[src/rtl/morse_tx_ctrl.sv]
// Plays one Morse letter (MSB-first code/length pair) on a single LED with
// programmable unit timing, start/busy/done handshake and synchronous abort.
module morse_tx_ctrl #(
  parameter int UNIT_CYCLES = 25_000_000,
  parameter int CODE_W      = 4
) (
  input  logic              clk_i,
  input  logic              rst_ni,
  input  logic              start_i,
  input  logic [CODE_W-1:0] code_i,
  input  logic [2:0]        len_i,
  input  logic              abort_i,
  output logic              led_o,
  output logic              busy_o,
  output logic              done_o,
  output logic [2:0]        sym_idx_o,
  output logic [1:0]        state_o
);

  localparam int TW = $clog2(3 * UNIT_CYCLES + 1);
  localparam logic [TW-1:0] DOT_T  = TW'(UNIT_CYCLES);
  localparam logic [TW-1:0] DASH_T = TW'(3 * UNIT_CYCLES);

  typedef enum logic [1:0] {
    IDLE  = 2'd0,
    MARK  = 2'd1,
    SPACE = 2'd2
  } state_t;

  // Handshake: start_i is a single-cycle request honoured only in IDLE
  // (including the cycle done_o is high); busy_o covers the whole letter and
  // done_o pulses for one cycle on normal completion only.
  state_t            state_q, state_d;
  logic [TW-1:0]     timer_q, timer_d;
  logic [CODE_W-1:0] shift_q, shift_d;
  logic [2:0]        len_q, len_d;
  logic [2:0]        idx_q, idx_d;
  logic              led_q, led_d;
  logic              busy_q, busy_d;
  logic              done_q, done_d;

  logic [2:0]        len_eff;
  logic [2:0]        shamt;
  logic [CODE_W-1:0] aligned;

  // Left-align the used bits so the current symbol is always the shifter MSB.
  always_comb begin
    len_eff = (len_i > 3'(CODE_W)) ? 3'(CODE_W) : len_i;
    shamt   = 3'(CODE_W) - len_eff;
    aligned = code_i << shamt;
  end

  always_comb begin
    state_d = state_q;
    timer_d = timer_q;
    shift_d = shift_q;
    len_d   = len_q;
    idx_d   = idx_q;
    led_d   = led_q;
    busy_d  = busy_q;
    done_d  = 1'b0;
    unique case (state_q)
      IDLE: begin
        if (start_i) begin
          idx_d = 3'd0;
          if (len_eff != 3'd0) begin
            shift_d = aligned;
            len_d   = len_eff;
            timer_d = aligned[CODE_W-1] ? DASH_T : DOT_T;
            led_d   = 1'b1;
            busy_d  = 1'b1;
            state_d = MARK;
          end else begin
            done_d = 1'b1;
          end
        end
      end
      MARK: begin
        if (abort_i) begin
          state_d = IDLE;
          timer_d = '0;
          led_d   = 1'b0;
          busy_d  = 1'b0;
        end else if (timer_q == TW'(1)) begin
          idx_d = idx_q + 3'd1;
          led_d = 1'b0;
          if (idx_q + 3'd1 == len_q) begin
            state_d = IDLE;
            timer_d = '0;
            busy_d  = 1'b0;
            done_d  = 1'b1;
          end else begin
            state_d = SPACE;
            timer_d = DOT_T;
            shift_d = shift_q << 1;
          end
        end else begin
          timer_d = timer_q - TW'(1);
        end
      end
      SPACE: begin
        if (abort_i) begin
          state_d = IDLE;
          timer_d = '0;
          led_d   = 1'b0;
          busy_d  = 1'b0;
        end else if (timer_q == TW'(1)) begin
          state_d = MARK;
          timer_d = shift_q[CODE_W-1] ? DASH_T : DOT_T;
          led_d   = 1'b1;
        end else begin
          timer_d = timer_q - TW'(1);
        end
      end
      default: begin
        state_d = IDLE;
        timer_d = '0;
        led_d   = 1'b0;
        busy_d  = 1'b0;
      end
    endcase
  end

  always_ff @(posedge clk_i or negedge rst_ni) begin
    if (!rst_ni) begin
      state_q <= IDLE;
      timer_q <= '0;
      shift_q <= '0;
      len_q   <= '0;
      idx_q   <= '0;
      led_q   <= 1'b0;
      busy_q  <= 1'b0;
      done_q  <= 1'b0;
    end else begin
      state_q <= state_d;
      timer_q <= timer_d;
      shift_q <= shift_d;
      len_q   <= len_d;
      idx_q   <= idx_d;
      led_q   <= led_d;
      busy_q  <= busy_d;
      done_q  <= done_d;
    end
  end

  assign led_o     = led_q;
  assign busy_o    = busy_q;
  assign done_o    = done_q;
  assign sym_idx_o = idx_q;
  assign state_o   = state_q;

endmodule

[config.mk]
export PLATFORM = sky130hd
export DESIGN_NAME = morse_tx_ctrl
export DESIGN_NICKNAME = d
export VERILOG_FILES = /design/src/rtl/morse_tx_ctrl.sv
export SDC_FILE = /design/constraint.sdc
export NUM_CORES = 1
export LEC_CHECK = 0
export CORE_MARGIN = 2
export CORE_UTILIZATION = 36
export CTS_CLUSTER_SIZE = 24
export DETAILED_ROUTE_END_ITERATION = 10
export HOLD_SLACK_MARGIN = 0.03
export PLACE_DENSITY = 0.67
export REMOVE_ABC_BUFFERS = 1
export SETUP_SLACK_MARGIN = 0.02
export SLEW_MARGIN = 10
export SYNTH_ARGS = -nofsm -noshare
export SYNTH_HDL_FRONTEND = slang
export SYNTH_SLANG_ARGS = --single-unit
[constraint.sdc]
create_clock -name clk_i -period 2.3 [get_ports clk_i]
set_clock_uncertainty 0.15 [all_clocks]
set_input_delay 0.23 -clock clk_i [delete_from_list [all_inputs] [get_ports clk_i]]
set_output_delay 0.23 -clock clk_i [all_outputs]
set_load 0.005 [all_outputs]
==> key figures <==
Placed design
  • Placer congestion estimate: 0.893
  • Placed Instance Area: 3460 um2
  • Port bufs: 18
  • HPWL Detailed: 5820 um

GRT
  • Vias in the first global route: 2,698
  • Final global-route overflow total: 0
  • All-Layer GR Usage: 0.212
  • Initial antenna violation count: 0
  • First-pass GRT wire length: 13,000 um
  • Largest net degree at the start of global routing: 23

Timing
  • RSZ-0062 raised after global routing: true
  • Slew HR: 0.651
  • Tcrit/Tclk final: 1.04
  • Setup TNS: -0.198 ns
  • Final Hold Slack: 0.280 ns
  • Final Hold Viols: 0
  • Final worst slack: -0.0956 ns
  • Worst Tran Pin Value: 0.519 ns
  • Fin crit period: 2.40 ns
  • Slew Limit Fails: 0
  • Final setup viols: 4
  • Fmax: 417 MHz

Setup path
  • Kind of critical path: flip-flop to flip-flop
  • Crit end category: flip-flop
  • Worst r2r dst: timer_q[13]
  • Crit path required time: 2.35 ns
  • CP max-delay cell: dfrtp_1
  • FF-to-FF path depth: 10
  • Worst path arrival time: 2.44 ns
  • Reg2reg start: timer_q[1]
  • Type of origin of the critical path: flip-flop
  • Max FO, Critical Path: 5
  • Max incr delay on CP: 0.39 ns
  • Critical Path, Cell by Cell: inv_2 > ha_4 > nor4b_4 > buf_4 > nand4_1 > buf_4 > nor3_4 > o22ai_4 > a21o_1 > a221o_1
  • R2R setup slack: -0.1 ns
  • Cell mode on critical path: buf_4

Final layout
  • Area growth, synth to finish: 43.7%
  • Post-route cell area: 3780 um2
  • Commonest non-fill, non-tap cells in the layout: buf_4, dfrtp_1, nand2_1, o21ai_0, nor2_1
  • Nets: 414
  • Commonest non-fill, non-tap cell in the layout: buf_4
  • Fin util: 0.527
  • Antenna diode count: 0
  • Share of layout cells above drive strength 1: 0.313

Synth
  • Mean Syn Cell Area: 8.70 um2
  • Syn Inst Count: 302
  • Number of synthesized flops with an enable pin: 0
  • Synth warn: 0
  • Main flop type after synthesis: dfrtp_1
  • Async S/R FF share, synth: 1.00
  • Synth top area cells: dfrtp_1, o21ai_0, nand2_1, nor2_1, a21oi_1
  • Seq/Total Area, Yosys: 0.400
  • Mux cell area share after synthesis: 0.0409
  • Simple-Gate Fraction of Synth Area: 0.248
  • Xor-xnor portion of the synthesized cell area: 0.0152
  • Largest family of logic cells by synthesized area: simple AND/OR/NAND/NOR gates
  • #FFs+latches synth: 42
  • Post-Syn Area: 2630 um2
  • Post-synthesis compound-gate area fraction: 0.240
  • Adder-cell share of the synthesized area: 0.0238
  • Share of the synthesized area in the top cell type: 0.400
  • Cell taking the most area after synthesis: dfrtp_1
  • Netlist cell types: 56

Pwr
  • PD cells: 775 nW/um2
  • Sw Pwr: 1.08 mW
  • Combinational cell fraction of total power: 0.434
  • Cell-internal power: 1.84 mW
  • VDD IR max: 0.272 mV
  • Clk pwr share: 0.205
  • Sequential Power Share: 0.361
  • Sw Ratio: 0.370
  • Leakage: 1.64 nW

Floorplan
  • Initial Util: 0.366
  • IO Pins: 19
  • Die footprint: 8000 um2
  • Die H: 89.5 um
  • Rows: 31
  • Core box area: 7180 um2
  • Die Width: 89.5 um

Route
  • Via count: 2,739
  • Avg Vias per Cell: 5.50
  • Detailed Routing Iterations Pass 1: 6
  • Total Wirelength: 7640 um
  • Drt wl/cell: 15.3 um
  • Drt drc: 0
  • Antenna-violating nets left: 0
  • Iter 0 DRT Violations: 193

CTS
  • Clk slew on worst S/H paths: 0.09 ns
  • Clock root cell: clkbuf_8
  • Clock Latency Late Sink: 0.31 ns
  • H-Tree Level Count: 2
  • Sink Count: 42
  • CTS tree: yes
  • Clock Path Buffers: 2
  • Total CTS buffers: 5

Flow run
  • Max_cap viols: 0

Outcome
  • Failing checks: setup timing
  • Status: complete, but fails checks

Worst hold path
  • Min-Delay Path Class: input port to asynchronous set/reset pin
-- metrics by stage --
stage | power [mW] | cells | setup WS [ns]
2_1_floorplan | 1.66 | 288 | -0.389
3_3_place_gp | 2.21 | 482 | -0.420
3_5_place_dp | 2.23 | 482 | -0.499
4_1_cts | 2.92 | 497 | -0.112
5_1_grt | 3.12 | 498 | -0.255
6_report | 2.93 | 498 | -0.0956
-- what timing repair did --
| item | in CTS | in global routing |
|---|---|---|
| pin swaps | 8 | 2 |
| hold endpoints to repair | 20 | 0 |
| hold buffers | 1 | 0 |
| gates resized for setup | 32 | 6 |
| gates cloned | 1 | 0 |
| buffers inserted | 5 | 1 |
| endpoints found under the setup margin | 38 | 39 |
-- area by class of cell --
cell class,count,area (um2)
multi-input combinational,240,1630
clock buffer,6,72.6
clock inverter,2,37.5
tap,99,124
inverter,6,22.5
sequential,42,1050
fill,650,3400
timing repair buffer,103,841
-- worst max path at each step --
| stage | start | endpoint | slack, ns | cells past startpoint |
|---|---|---|---|---|
| floorplan | timer_q[5] | shift_q[0] | -0.39 | 6 |
| global placement | len_i[2] | timer_q[12] | -0.42 | 8 |
| detailed placement | len_i[2] | timer_q[16] | -0.50 | 8 |
| CTS | timer_q[1] | timer_q[12] | -0.11 | 9 |
| global route | timer_q[1] | timer_q[12] | -0.26 | 9 |
| finish | timer_q[1] | timer_q[13] | -0.1 | 10 |
-- cells by family after synthesis --
| group | after synthesis |
|---|---|
| adder cells (fa/ha/maj) | 5 |
| AND/OR/NAND/NOR | 124 |
| buffers and inverters | 20 |
| flip-flops | 42 |
| multiplexers | 9 |
| AO/OA/AOI/OAI | 99 |
| XOR/XNOR | 3 |
-- layer usage --
| metal | global-route usage | up-vias | share of wire |
|---|---|---|---|
| met5 | 0 | - | 0 |
| met4 | 0.0692 | 0 | 0.018 |
| met3 | 0.0342 | 18 | 0.050 |
| met2 | 0.360 | 97 | 0.49 |
| met1 | 0.275 | 1301 | 0.44 |
| li1 | - | 1323 | - |
-- sequential cells by signal (all words and copies together), names as in the netlist --
register and cells:
busy_o 1, done_o 1, led_o 1, len_q 3, shift_q 4, state_o 2
sym_idx_o 3, timer_q 27
-- worst max-delay path, delay by kind of cell, from the launching register on --
| kind | cells | cell delay (ns) |
|---|---|---|
| simple gates | 3 | 0.54 |
| buf+inv | 3 | 0.47 |
| fa+ha+maj | 1 | 0.11 |
| compound gates | 3 | 0.63 |
| flops | 1 | 0.39 |
-- cell usage after synthesis, types with 2 or more instances --
cell / count
or3_1: 2
nand3_1: 11
and2_1: 3
a221o_1: 2
mux2_2: 4
or2_2: 4
nor3_1: 10
nor4_1: 6
nor2_1: 27
o21a_1: 2
o31ai_1: 5
nor4_4: 3
nand2b_1: 6
o41ai_1: 5
o32a_1: 2
clkbuf_1: 11
a21o_1: 2
o21ai_0: 36
mux2i_1: 4
nand2_1: 38
o22ai_1: 9
dfrtp_1: 42
inv_1: 6
nand4_1: 2
o211ai_1: 4
buf_2: 2
a21oi_1: 15
ha_1: 5
a31oi_1: 3
nor2b_1: 4
a32oi_1: 2
-- power groups by stage --
stage | registers (mW) | logic, mW | clock network [mW]
5_1_grt | 1.08 | 1.39 | 0.643
4_1_cts | 1.06 | 1.25 | 0.615
3_3_place_gp | 1.06 | 1.15 | 0
3_5_place_dp | 1.06 | 1.17 | 0
6_report | 1.06 | 1.27 | 0.599
2_1_floorplan | 1.07 | 0.593 | 0
(Power assumes the default switching activity.)
